$ cat src/rtl/dmem_arbiter.sv
// Two-requester round-robin arbiter for the single-port data RAM.
// Registered memory strobes, bounded burst lock, tagged read return.
module dmem_arbiter #(
    parameter int WIDTH    = 32,
    parameter int ADDRSIZE = 12,
    parameter int MAXBURST = 4
) (
    input  logic                clk,
    input  logic                rst,
    input  logic                req0,
    input  logic                req1,
    input  logic                we0,
    input  logic                we1,
    input  logic [ADDRSIZE-1:0] addr0,
    input  logic [ADDRSIZE-1:0] addr1,
    input  logic [0:WIDTH-1]    wdata0,
    input  logic [0:WIDTH-1]    wdata1,
    input  logic                lock0,
    input  logic                lock1,
    output logic                gnt0,
    output logic                gnt1,
    output logic                rvalid0,
    output logic                rvalid1,
    output logic [0:WIDTH-1]    rdata,
    output logic                mem_en,
    output logic                mem_we,
    output logic [ADDRSIZE-1:0] mem_addr,
    output logic [0:WIDTH-1]    mem_wdata,
    input  logic [0:WIDTH-1]    mem_rdata
);

    localparam int RW = $clog2(MAXBURST + 1);
    localparam logic [RW-1:0] RMAX = RW'(MAXBURST);

    logic          last;
    logic [RW-1:0] run;
    logic          rd_pend;
    logic          rd_id;

    logic lock_last;
    logic keep;
    logic prio;
    logic xfer;
    logic xid;
    logic xwe;

    // run==0 only right after reset, so a stale lock cannot beat requester 0
    always_comb begin
        lock_last = last ? lock1 : lock0;
        keep      = lock_last && (run != '0) && (run < RMAX);
        prio      = keep ? last : ~last;
        gnt0      = ~rst & req0 & (~req1 | ~prio);
        gnt1      = ~rst & req1 & (~req0 | prio);
        xfer      = gnt0 | gnt1;
        xid       = gnt1;
        xwe       = gnt1 ? we1 : we0;
    end

    always_ff @(posedge clk or posedge rst) begin
        if (rst) begin
            mem_en    <= 1'b0;
            mem_we    <= 1'b0;
            mem_addr  <= '0;
            mem_wdata <= '0;
            last      <= 1'b1;
            run       <= '0;
            rd_pend   <= 1'b0;
            rd_id     <= 1'b0;
            rvalid0   <= 1'b0;
            rvalid1   <= 1'b0;
        end else begin
            mem_en  <= xfer;
            mem_we  <= xfer & xwe;
            rd_pend <= xfer & ~xwe;
            rvalid0 <= rd_pend & ~rd_id;
            rvalid1 <= rd_pend & rd_id;
            if (xfer) begin
                mem_addr  <= xid ? addr1 : addr0;
                mem_wdata <= xid ? wdata1 : wdata0;
                rd_id     <= xid;
                last      <= xid;
                if (xid == last)
                    run <= (run == RMAX) ? RMAX : run + 1'b1;
                else
                    run <= RW'(1);
            end
        end
    end

    assign rdata = mem_rdata;

endmodule

$ cat config.mk
export PLATFORM = sky130hd
export DESIGN_NAME = dmem_arbiter
export DESIGN_NICKNAME = d
export VERILOG_FILES = /design/src/rtl/dmem_arbiter.sv
export SDC_FILE = /design/constraint.sdc
export NUM_CORES = 1
export LEC_CHECK = 0
export ABC_AREA = 0
export ABC_CLOCK_PERIOD_IN_PS = 4800
export BUFFER_PORTS_ARGS = -buffer_cell sky130_fd_sc_hd__buf_2
export CORE_MARGIN = 3
export CORE_UTILIZATION = 43
export CTS_CLUSTER_SIZE = 10
export DETAILED_ROUTE_END_ITERATION = 8
export HOLD_SLACK_MARGIN = 0.03
export PLACE_DENSITY = 0.91
export SETUP_SLACK_MARGIN = 0.4
export SLEW_MARGIN = 20
export SYNTH_ARGS = -nofsm -noshare
export SYNTH_HDL_FRONTEND = slang
export SYNTH_SLANG_ARGS = --single-unit
$ cat constraint.sdc
create_clock -name clk -period 4.8 [get_ports clk]
set_clock_uncertainty 0.15 [all_clocks]
set_input_delay 0.24 -clock clk [delete_from_list [all_inputs] [get_ports clk]]
set_output_delay 0.24 -clock clk [all_outputs]
set_load 0.1 [all_outputs]
==> out/metrics.csv, run 1 <==
stage,metric,value,unit
layout,diodes inserted,0,
hold_path,Hold Path Cell Cnt,2,
placement,port bufs,145,
synth,Syn Area/Cell,11.8,sq um
worst_setup_path,Worst setup EP type,output pin,
floorplan,die width,86.1,microns
run_status,status,"finished, final reports clean",
global_route,global-route wire length before repair,10800,microns
placement,HPWL after DPL,4960,microns
sta,min cycle time layout,3140,ps
synth,commonest cells in the netlist,"dfrtp_1 (53), nand2b_1 (45), o221a_2 (42)",
layout,Layout area overhead,23.8,%
detailed_routing,DR pass1 iterations,4,
synth,Synth cell types,35,
global_route,vias in the first global route,2235,
synth,Syn Nets,365,
sta,RSZ-0062 raised after global routing,false,
worst_setup_path,R2R Setup Slk,2190,ps
floorplan,I/O Pins,210,
detailed_routing,total number of vias,2229,
worst_setup_path,WP data arrival,2750,ps
layout,Post-Route Utilization,56.4,%
detailed_routing,routed wire length,6870,microns
clocking,H-tree Lvls,2,
synth,top cell type's share of synthesized area,48.0,%
floorplan,FP Rows,28,
worst_setup_path,WP data required,4410,ps
sta,Slew HR,30.3,%
power_and_ir_drop,VDD IR max,408,uV
detailed_routing,Iter 0 DRT Violations,101,
synth,number of synthesized flops with an enable pin,0,
clocking,clk root buf,clkbuf_8,
global_route,GRT Util Overall,18.5,%
synth,Mapped Cells,235,
synth,Synth area leader,dfrtp_1,
power_and_ir_drop,total power,2160,uW
sta,Final Hold Violating Endpoints,0,
sta,setup violators final,0,
clocking,# clock sinks,54,
clocking,CTS tree,built,
floorplan,core area,0.00606,sq mm
global_route,largest net degree at the start of global routing,59,
clocking,clk slew on worst S/H paths,90,ps
worst_setup_path,worst-path fanout max,45,
worst_setup_path,R2R depth,6,
worst_setup_path,element type at the critical path start,register,
synth,share of flip-flops with an asynchronous set or reset,100,%
synth,Synth Cell Area,0.00276,sq mm
sta,"Period Utilization, post-route",65.4,%
placement,Final GP Congestion,0.796,
layout,fin nets,475,
synth,leading cell types by total area after synthesis,"dfrtp_1 (48%), o221a_2 (17%), nand2b_1 (10%)",
detailed_routing,DR vias/cell,5.29,
layout,share of cells above drive strength 1,58.4,%
detailed_routing,drt wl/cell,16.3,microns
synth,most common cell in the synthesized netlist,dfrtp_1,
worst_setup_path,worst r2r dst,mem_wdata[30]$_DFFE_PP0P_,
global_route,initial antenna violation count,0,
clocking,postcts setup bufs,0,
synth,"Seq/Total Area, Yosys",49.0,%
power_and_ir_drop,Static Leakage,0.00164,uW
floorplan,full die area,0.00742,sq mm
detailed_routing,Post-route DRC,0,
sta,total negative setup slack,0,ps
sta,Worst-Margin Slew,1040,ps
clocking,CTS Buf Count,5,
worst_setup_path,critical path class,register to output pin,
job,maxcap violations,0,
power_and_ir_drop,pwr/cell area,631,mW/mm^2
floorplan,Die Y,86.1,microns
global_route,grt ovf,0,
clocking,Clock Latency Late Sink,300,ps
hold_path,Hold Crit Start,wdata1[17],
sta,Fmax,0.319,GHz
hold_path,Worst Hold End,mem_wdata[17]$_DFFE_PP0P_,
synth,Ys Warns,0,
hold_path,HP Class,input pin to register,
sta,fin. max-slew vios,0,
detailed_routing,Routed Antenna Nets,0,
synth,#FFs+latches synth,54,
synth,dominant synthesized flop cell,dfrtp_1,
sta,fin worst setup slack,1660,ps
worst_setup_path,R2R Path Start,run[0]$_DFFE_PP0P_,
placement,pre-CTS setup slack,1990,ps
floorplan,Initial Utilization,45.6,%
clocking,clock buffer depth,2,
[power by group]
part           total [uW]  switching (uW)  internal, uW
clock network         291             135           156
logic                1220             948           274
registers             645            71.6           573
[cell type report]
class,count,area (sq um)
inverter,9,33.8
multi-input combinational,127,1060
clock inverter,1,30.0
sequential,54,1350
tap,75,93.8
clock buffer,7,76.3
fill,531,2640
timing repair buffer,148,771
[flip-flops by register name, indices dropped and copies added (netlist names)]
| register | flops |
|---|---|
| mem_wdata | 32 |
| mem_addr | 12 |
| run | 3 |
| last | 1 |
| mem_en | 1 |
| mem_we | 1 |
| rd_id | 1 |
| rd_pend | 1 |
| rvalid0 | 1 |
| rvalid1 | 1 |
[routing by layer]
metal  wire, microns  share of wire (%)  GRT usage, %
met1            2600                 38          22.1
met2            3610                 52          32.9
met3             542                7.9          3.27
met4             127                1.8          6.76
met5               0                  0             0
[per-stage QoR]
stage / hold WS (ps) / cell area, sq um / instances
after floorplan: 222 / 2760 / 235
after global placement: 280 / 3270 / 411
after detailed placement: 286 / 3270 / 411
after CTS: 43.6 / 3390 / 420
after global routing: 38.3 / 3420 / 421
final: 54.2 / 3420 / 421
[critical path, cell delays in order, from the launching register on]
cell and delay, ps:
dfrtp_1 390, inv_1 60, ha_1 250, or2_1 270
o22a_1 260, o21bai_4 800, inv_1 80, buf_2 330
[kinds of logic after synthesis]
logic type | Yosys count | share of synthesized area, %
AOI/OAI and AO/OA | 59 | 22.5
adders and majority gates | 2 | 0.906
buffers and inverters | 54 | 13.0
DFF | 54 | 49.0
muxes | 1 | 0.362
and+or+nand+nor | 65 | 14.2
[worst max path at each step]
| stage | slack, ps | start | endpoint |
|---|---|---|---|
| floorplan | 1660 | rst | gnt0 |
| detailed placement | 1990 | run[0]$_DFFE_PP0P_ | gnt0 |
| global placement | 2030 | run[0]$_DFFE_PP0P_ | gnt0 |
| CTS | 1630 | run[0]$_DFFE_PP0P_ | gnt0 |
| global route | 1430 | run[0]$_DFFE_PP0P_ | gnt0 |
| finish | 1660 | run[0]$_DFFE_PP0P_ | gnt0 |
[timing repair]
item | CTS | global route
resized for setup | 0 | 0
hold endpoints to repair | 1 | 0
hold buffers | 1 | 0
setup endpoints to repair | 0 | 0
[placed cells by master (no fill, tap or decap), types with 2 or more instances in the layout]
cell type,synthesis,final
nand2_1,7,7
a21oi_1,3,3
clkbuf_8,0,5
and2_1,2,2
nor3b_1,2,2
clkbuf_1,4,2
dfrtp_1,53,53
o221a_2,42,42
ha_1,2,2
nand2b_1,45,45
o22a_1,2,2
nor2b_1,2,2
inv_1,9,8
o221a_1,2,2
buf_2,5,145
No activity file was read; power rests on OpenSTA's default activity.
==> inputs of run 2 (changes only) <==
--- a/config.mk
+++ b/config.mk
@@ -6,14 +6,14 @@
 export NUM_CORES = 1
 export LEC_CHECK = 0
 export ABC_AREA = 0
-export ABC_CLOCK_PERIOD_IN_PS = 4800
+export ABC_CLOCK_PERIOD_IN_PS = 2920
 export BUFFER_PORTS_ARGS = -buffer_cell sky130_fd_sc_hd__buf_2
 export CORE_MARGIN = 3
-export CORE_UTILIZATION = 43
+export CORE_UTILIZATION = 40
 export CTS_CLUSTER_SIZE = 10
 export DETAILED_ROUTE_END_ITERATION = 8
 export HOLD_SLACK_MARGIN = 0.03
-export PLACE_DENSITY = 0.91
+export PLACE_DENSITY = 0.85
 export SETUP_SLACK_MARGIN = 0.4
 export SLEW_MARGIN = 20
 export SYNTH_ARGS = -nofsm -noshare
==> constraint.sdc (replaced) <==
create_clock -name clk -period 2.92 [get_ports clk]
set_clock_uncertainty 0.15 [all_clocks]
set_input_delay 0.146 -clock clk [delete_from_list [all_inputs] [get_ports clk]]
set_output_delay 0.146 -clock clk [all_outputs]
set_load 0.1 [all_outputs]
==> run 2 against run 1 <==
  * Design area rose by 28%
  * Critical path type unchanged
  * Critical endpoint unchanged
  * Sequential share of layout area fell by 8.7 points
  * Critical path depth did not move
  * Combinational power rose by 75%
  * Utilization rose by 11 points
  * Sequential cell count did not move
  * Register-to-register slack got worse by 1600 ps
  * Count of clock-buffer cells in the layout did not move
  * Global-route usage rose by 3.4 points
==> out/metrics.csv, run 2 (synthesized netlist as in run 1, its figures left out) <==
stage,metric,value,unit,change
layout,largest registers,"mem_wdata x32, mem_addr x12, run x3",,
layout,Post-Layout Inst Area,0.00439,sq mm,+28%
sta,fin worst setup slack,528,ps,-1130 ps
detailed_routing,total number of vias,2746,,+23%
global_route,initial antenna violation count,0,,unchanged
worst_setup_path,critical path class,register to output pin,,
clocking,CTS tree,built,,
worst_setup_path,worst-path fanout max,5,,-89%
floorplan,I/O Pins,210,,unchanged
placement,HPWL after DPL,5250,microns,+5.9%
worst_setup_path,Worst path most repeated cell,inv_1,,
sta,min cycle time layout,2390,ps,
detailed_routing,Iter 0 DRT Violations,122,,+21%
layout,most frequent cells in the layout,"buf_2 (144), dlygate4sd3_1 (92), dfrtp_1 (53)",,
worst_setup_path,max incr delay on CP,400,ps,-400 ps
layout,"most common cell after layout, fill and taps aside",buf_2,,
hold_path,HP Class,input pin to register,,
power_and_ir_drop,Static Leakage,0.00205,uW,+25%
floorplan,FP Rows,29,,+3.6%
placement,port bufs,145,,unchanged
floorplan,Die Y,89.1,microns,+3.4%
sta,setup violators final,0,,unchanged
power_and_ir_drop,VDD IR max,579,uV,+42%
worst_setup_path,Top Family by Delay on Critical Path,buffers and inverters,,
global_route,global-route wire length before repair,13400,microns,+24%
sta,fin. max-slew vios,0,,unchanged
job,maxcap violations,0,,unchanged
clocking,Clock Latency Late Sink,290,ps,about the same
floorplan,Initial Utilization,42.3,%,-3.3 points
global_route,vias in the first global route,2949,,+32%
placement,Final GP Congestion,0.797,,+0.18%
layout,Layout area overhead,58.9,%,
clocking,postcts setup bufs,0,,unchanged
layout,share of cells above drive strength 1,47.3,%,-11 points
clocking,clk slew on worst S/H paths,90,ps,about the same
clocking,CTS Buf Count,5,,unchanged
detailed_routing,routed wire length,8930,microns,+30%
sta,Final Hold Violating Endpoints,0,,unchanged
detailed_routing,DR vias/cell,5.27,,-0.45%
layout,diodes inserted,0,,unchanged
layout,Post-Route Utilization,67.2,%,+11 points
layout,fin nets,573,,+21%
detailed_routing,drt wl/cell,17.1,microns,+5.0%
detailed_routing,Post-route DRC,0,,unchanged
layout,max reg flops,32,,unchanged
sta,Slew HR,54.2,%,+24 points
sta,total negative setup slack,0,ps,unchanged
layout,Fillers,475,,-11%
power_and_ir_drop,pwr/cell area,827,mW/mm^2,+31%
worst_setup_path,Worst setup EP type,output pin,,
run_status,status,"finished, final reports clean",,
clocking,clk root buf,clkbuf_8,,
global_route,largest net degree at the start of global routing,47,,-20%
placement,DP Area,0.00332,sq mm,+1.3%
worst_setup_path,cells along the critical path,inv_1 -> ha_1 -> nor3b_2 -> o22a_1 -> o21bai_4 -> inv_1 -> clkbuf_4,,
detailed_routing,DR pass1 iterations,4,,unchanged
floorplan,core area,0.00653,sq mm,+7.8%
clocking,# clock sinks,54,,unchanged
worst_setup_path,WP data arrival,2100,ps,-650 ps
sta,hold_ws,74.3,ps,+20.1 ps
clocking,H-tree Lvls,2,,unchanged
placement,pre-CTS setup slack,750,ps,-1240 ps
sta,RSZ-0062 raised after global routing,true,,
worst_setup_path,element type at the critical path start,register,,
sta,Worst-Margin Slew,685,ps,-359 ps
clocking,clock buffer depth,2,,unchanged
worst_setup_path,Crit path buffers/inverters,3,,unchanged
global_route,GRT Util Overall,21.9,%,+3.4 points
floorplan,full die area,0.00794,sq mm,+7.0%
sta,"Period Utilization, post-route",81.9,%,
detailed_routing,Routed Antenna Nets,0,,unchanged
sta,Fmax,0.418,GHz,
worst_setup_path,WP data required,2620,ps,-1790 ps
global_route,grt ovf,0,,unchanged
worst_setup_path,slowest CP cell,dfrtp_1,,
floorplan,die width,89.1,microns,+3.4%
layout,Biggest register,mem_wdata,,
-- run 2: path summary, 6_finish.rpt --
path	from	depth (start not counted)	slack (ps)	end
worst max-delay path	run[0]$_DFFE_PP0P_	7	530	gnt0
worst min-delay path	we0	3	70	rd_pend$_DFF_PP0_
worst max register to register	run[0]$_DFFE_PP0P_	7	570	mem_we$_DFF_PP0_
worst min register to register	rd_id$_DFFE_PP0P_	1	310	rvalid0$_DFF_PP0_
max in group asynchronous	rst	5	1620	mem_wdata[5]$_DFFE_PP0P_
min in group asynchronous	rst	3	170	run[2]$_DFFE_PP0P_
-- run 2: through the flow --
step	std cells	power [uW]
4_1_cts	520	3630
5_1_grt	521	3790
2_1_floorplan	235	2950
6_report	521	3630
3_3_place_gp	418	3060
3_5_place_dp	418	3090
-- run 2: final cells by class --
type / count / area [sq um] / share of cell area [%]
timing repair buffer: 246 / 1750 / 39.9
multi-input combinational: 127 / 1060 / 24.2
tap: 77 / 96.3 / 2.20
inverter: 9 / 37.5 / 0.855
clock inverter: 1 / 5.00 / 0.114
sequential: 54 / 1350 / 30.8
clock buffer: 7 / 86.3 / 1.97
-- run 2: power breakdown --
group | internal [uW] | switching [uW] | total (uW)
clock network | 192 | 228 | 420
registers | 943 | 127 | 1070
logic | 547 | 1590 | 2140
total | 1680 | 1950 | 3630
-- run 2: layer usage --
| layer | global-route usage (%) | up-vias | wire length, microns |
|---|---|---|---|
| li1 | - | 1247 | - |
| met1 | 22.8 | 1303 | 3220 |
| met2 | 40.9 | 158 | 4760 |
| met3 | 4.61 | 38 | 617 |
| met4 | 11.2 | 0 | 337 |
| met5 | 0 | - | 0 |
-- run 2: what timing repair did --
item                                    CTS  global route
resized for setup                         0             3
hold buffers                             94             0
endpoints found under the setup margin    0             2
hold endpoints to repair                100             0
-- run 2: worst reg2reg max path, stage by stage, from the launching register on --
cell and delay [ps]:
dfrtp_1 400, inv_1 60, ha_1 260, or2_1 260
o22a_1 260, o2111ai_1 210, nand2_1 80, dlygate4sd3_1 560
==> inputs of run 3 (changes only) <==
--- a/config.mk
+++ b/config.mk
@@ -5,15 +5,15 @@
 export SDC_FILE = /design/constraint.sdc
 export NUM_CORES = 1
 export LEC_CHECK = 0
-export ABC_AREA = 0
-export ABC_CLOCK_PERIOD_IN_PS = 2920
+export ABC_AREA = 1
+export ABC_CLOCK_PERIOD_IN_PS = 2450
 export BUFFER_PORTS_ARGS = -buffer_cell sky130_fd_sc_hd__buf_2
 export CORE_MARGIN = 3
-export CORE_UTILIZATION = 40
+export CORE_UTILIZATION = 42
 export CTS_CLUSTER_SIZE = 10
 export DETAILED_ROUTE_END_ITERATION = 8
 export HOLD_SLACK_MARGIN = 0.03
-export PLACE_DENSITY = 0.85
+export PLACE_DENSITY = 0.86
 export SETUP_SLACK_MARGIN = 0.4
 export SLEW_MARGIN = 20
 export SYNTH_ARGS = -nofsm -noshare
==> constraint.sdc (replaced) <==
create_clock -name clk -period 2.45 [get_ports clk]
set_clock_uncertainty 0.15 [all_clocks]
set_input_delay 0.1225 -clock clk [delete_from_list [all_inputs] [get_ports clk]]
set_output_delay 0.1225 -clock clk [all_outputs]
set_load 0.1 [all_outputs]
==> run 3 against run 2 <==
  * Critical path depth increased by 2
  * Final cell count grew 30%
  * First-iteration DRC count increased by 43%
  * Total power increased by 5.3%
  * Global-route usage grew 1.8 points
  * Largest power group unchanged
  * Sequential cell count stayed put
  * Utilization up 1.3 points
  * Design area increased by 7.8%
  * Count of clock-buffer cells in the layout did not move
  * Worst setup slack worse by 82 ps
  * Critical path type unchanged
  * Wire length rose by 14%
  * Sequential share of layout area decreased by 2.2 points
==> out/metrics.csv, run 3 <==
stage,metric,value,unit,change
run_status,status,"finished, final reports clean",,
job,maxcap violations,0,,unchanged
worst_setup_path,Worst setup EP type,output pin,,
sta,Worst-Margin Slew,505,ps,-179 ps
clocking,clk root buf,clkbuf_8,,
synth,Mapped Cells,376,,+60%
power_and_ir_drop,Static Leakage,0.00243,uW,+19%
synth,#FFs+latches synth,54,,unchanged
detailed_routing,DR pass1 iterations,4,,unchanged
synth,dominant synthesized flop cell,dfrtp_1,,
global_route,grt ovf,0,,unchanged
floorplan,full die area,0.00830,sq mm,+4.6%
synth,Syn Nets,506,,+39%
clocking,clk slew on worst S/H paths,90,ps,about the same
sta,Slew HR,66.5,%,+12 points
global_route,met3 GRT Util,6.30,%,+1.7 points
placement,pre-CTS setup slack,372,ps,-379 ps
hold_path,HP Class,input pin to register,,
placement,DP Area,0.00359,sq mm,+8.2%
layout,Layout area overhead,55.5,%,
power_and_ir_drop,VDD IR max,506,uV,-13%
synth,top cell type's share of synthesized area,43.6,%,-4.4 points
layout,share of cells above drive strength 1,36.7,%,-11 points
synth,number of synthesized flops with an enable pin,0,,unchanged
worst_setup_path,WP data required,2180,ps,-440 ps
worst_setup_path,R2R depth,12,,+5
global_route,vias in the first global route,3331,,+13%
sta,Final Hold Violating Endpoints,0,,unchanged
global_route,grt met1 use,27.2,%,+4.4 points
synth,share of flip-flops with an asynchronous set or reset,100,%,unchanged
clocking,CTS tree,built,,
layout,Post-Layout Inst Area,0.00473,sq mm,+7.8%
floorplan,Initial Utilization,44.0,%,+1.8 points
sta,RSZ-0062 raised after global routing,true,,
floorplan,die width,91.1,microns,+2.3%
synth,leading cell types by total area after synthesis,"dfrtp_1 (44%), nor2_1 (12%), o22ai_1 (9.0%)",,
floorplan,I/O Pins,210,,unchanged
sta,total negative setup slack,0,ps,unchanged
placement,placed cells,573,,+37%
floorplan,core area,0.00691,sq mm,+5.7%
floorplan,FP Rows,30,,+3.4%
worst_setup_path,element type at the critical path start,register,,
layout,diodes inserted,0,,unchanged
placement,Final GP Congestion,0.819,,+2.7%
synth,Ys Warns,0,,unchanged
synth,"Seq/Total Area, Yosys",44.5,%,-4.5 points
detailed_routing,Iter 0 DRT Violations,175,,+43%
layout,max reg flops,32,,unchanged
detailed_routing,Routed Antenna Nets,0,,unchanged
layout,fin nets,712,,+24%
clocking,CTS Buf Count,5,,unchanged
global_route,GR Util met2,40.9,%,about the same
detailed_routing,drt wl/cell,14.9,microns,-13%
worst_setup_path,worst r2r dst,mem_wdata[12]$_DFFE_PP0P_,,
floorplan,Die Y,91.1,microns,+2.3%
placement,port bufs,145,,unchanged
worst_setup_path,R2R Path Start,run[0]$_DFFE_PP0P_,,
sta,min cycle time layout,2000,ps,
layout,most frequent cells in the layout,"buf_2 (143), nor2_1 (94), dlygate4sd3_1 (90)",,
sta,setup violators final,0,,unchanged
hold_path,Hold Path Cell Cnt,5,,+2
sta,Fmax,0.499,GHz,
worst_setup_path,WP data arrival,1730,ps,-370 ps
sta,fin worst setup slack,446,ps,-81.5 ps
synth,most common cell in the synthesized netlist,nor2_1,,
global_route,largest net degree at the start of global routing,44,,-6.4%
synth,Synth cell types,21,,-40%
layout,final std cells w/o fill,679,,+30%
detailed_routing,routed wire length,10100,microns,+14%
worst_setup_path,R2R Setup Slk,460,ps,-110 ps
hold_path,Hold Crit Start,wdata0[12],,
layout,largest registers,"mem_wdata x32, mem_addr x12, run x3",,
placement,HPWL after DPL,5500,microns,+4.7%
sta,fin. max-slew vios,0,,unchanged
synth,Synth area leader,dfrtp_1,,
detailed_routing,Post-route DRC,0,,unchanged
global_route,GRT Util Overall,23.6,%,+1.8 points
global_route,global-route wire length before repair,16000,microns,+19%
clocking,H-tree Lvls,2,,unchanged
clocking,# clock sinks,54,,unchanged
worst_setup_path,critical path class,register to output pin,,
clocking,clock buffer depth,2,,unchanged
power_and_ir_drop,pwr/cell area,808,mW/mm^2,-2.3%
synth,commonest cells in the netlist,"nor2_1 (94), inv_1 (55), dfrtp_1 (53)",,
clocking,Clock Latency Late Sink,300,ps,about the same
hold_path,Worst Hold End,mem_wdata[12]$_DFFE_PP0P_,,
global_route,initial antenna violation count,0,,unchanged
worst_setup_path,worst-path fanout max,3,,-2
layout,"most common cell after layout, fill and taps aside",buf_2,,
detailed_routing,total number of vias,3290,,+20%
sta,"Period Utilization, post-route",81.8,%,
layout,Biggest register,mem_wdata,,
synth,Synth Cell Area,0.00304,sq mm,+10%
global_route,Most Crowded Layer GR,met2,,
synth,Syn Area/Cell,8.09,sq um,-31%
detailed_routing,DR vias/cell,4.85,,-8.1%
==> run 3: area by class of cell <==
cell class                 count  area, sq um
clock inverter                 1         5.00
tap                           96          120
fill                         543         2180
multi-input combinational    214         1100
timing repair buffer         250         1840
inverter                      57          224
clock buffer                   7         86.3
sequential                    54         1350
==> run 3: worst max path at each step <==
stage                  startpoint                         to  cells after the start
3_3_place_gp   run[0]$_DFFE_PP0P_    mem_addr[1]$_DFFE_PP0P_                     11
5_1_grt        run[1]$_DFFE_PP0P_  mem_wdata[21]$_DFFE_PP0P_                     12
3_5_place_dp   run[0]$_DFFE_PP0P_  mem_wdata[27]$_DFFE_PP0P_                     11
6_report       run[0]$_DFFE_PP0P_                       gnt1                      9
2_1_floorplan  run[0]$_DFFE_PP0P_          rd_pend$_DFF_PP0_                     12
4_1_cts        run[0]$_DFFE_PP0P_                       gnt0                      9
==> run 3: cell families after synthesis <==
group | after synthesis | synth area share (%)
and+or+nand+nor | 161 | 23.2
AOI/OAI and AO/OA | 51 | 10.7
buffers and inverters | 108 | 20.9
DFF | 54 | 44.5
adders and majority gates | 2 | 0.823
==> run 3: through the flow <==
step / hold WS (ps) / util [%] / total power [uW]
2_1_floorplan: -78.4 / - / 3010
3_3_place_gp: 95.7 / 52.0 / 3070
3_5_place_dp: 95.7 / 52.0 / 3110
4_1_cts: 35.9 / 67.0 / 3750
5_1_grt: 80.9 / 68.5 / 4010
6_report: 55.9 / 68.5 / 3820
==> run 3: worst max-delay path, cell delays in order, from the launching register on <==
cell and delay [ps]:
dfrtp_1 400, inv_2 70, ha_4 170, nor2_4 100, nand2_1 80, nand2_2 90, nand3_2 100, nand2_4 100
clkinvlp_4 80, buf_4 230
==> run 3: what timing repair did <==
| action | in CTS | in global routing |
|---|---|---|
| buffers inserted | 5 | 1 |
| gates resized for setup | 2 | 10 |
| pin swaps | 2 | 1 |
| endpoints found under the setup margin | 26 | 46 |
| gates cloned | 0 | 2 |
| hold buffers | 90 | 0 |
| endpoints found under the hold margin | 99 | 0 |
==> run 3: layer usage <==
layer  share of wire, %  vias up  wire length, microns
met2                 50      201                  5080
li1                   -     1542                     -
met4                4.1        0                   420
met5                  0        -                     0
met1                 37     1492                  3790
met3                8.3       55                   845
==> run 3: power by group <==
part	total [uW]	internal, uW	switching [uW]
registers	1190	1070	115
logic	2140	511	1630
clock network	498	229	269
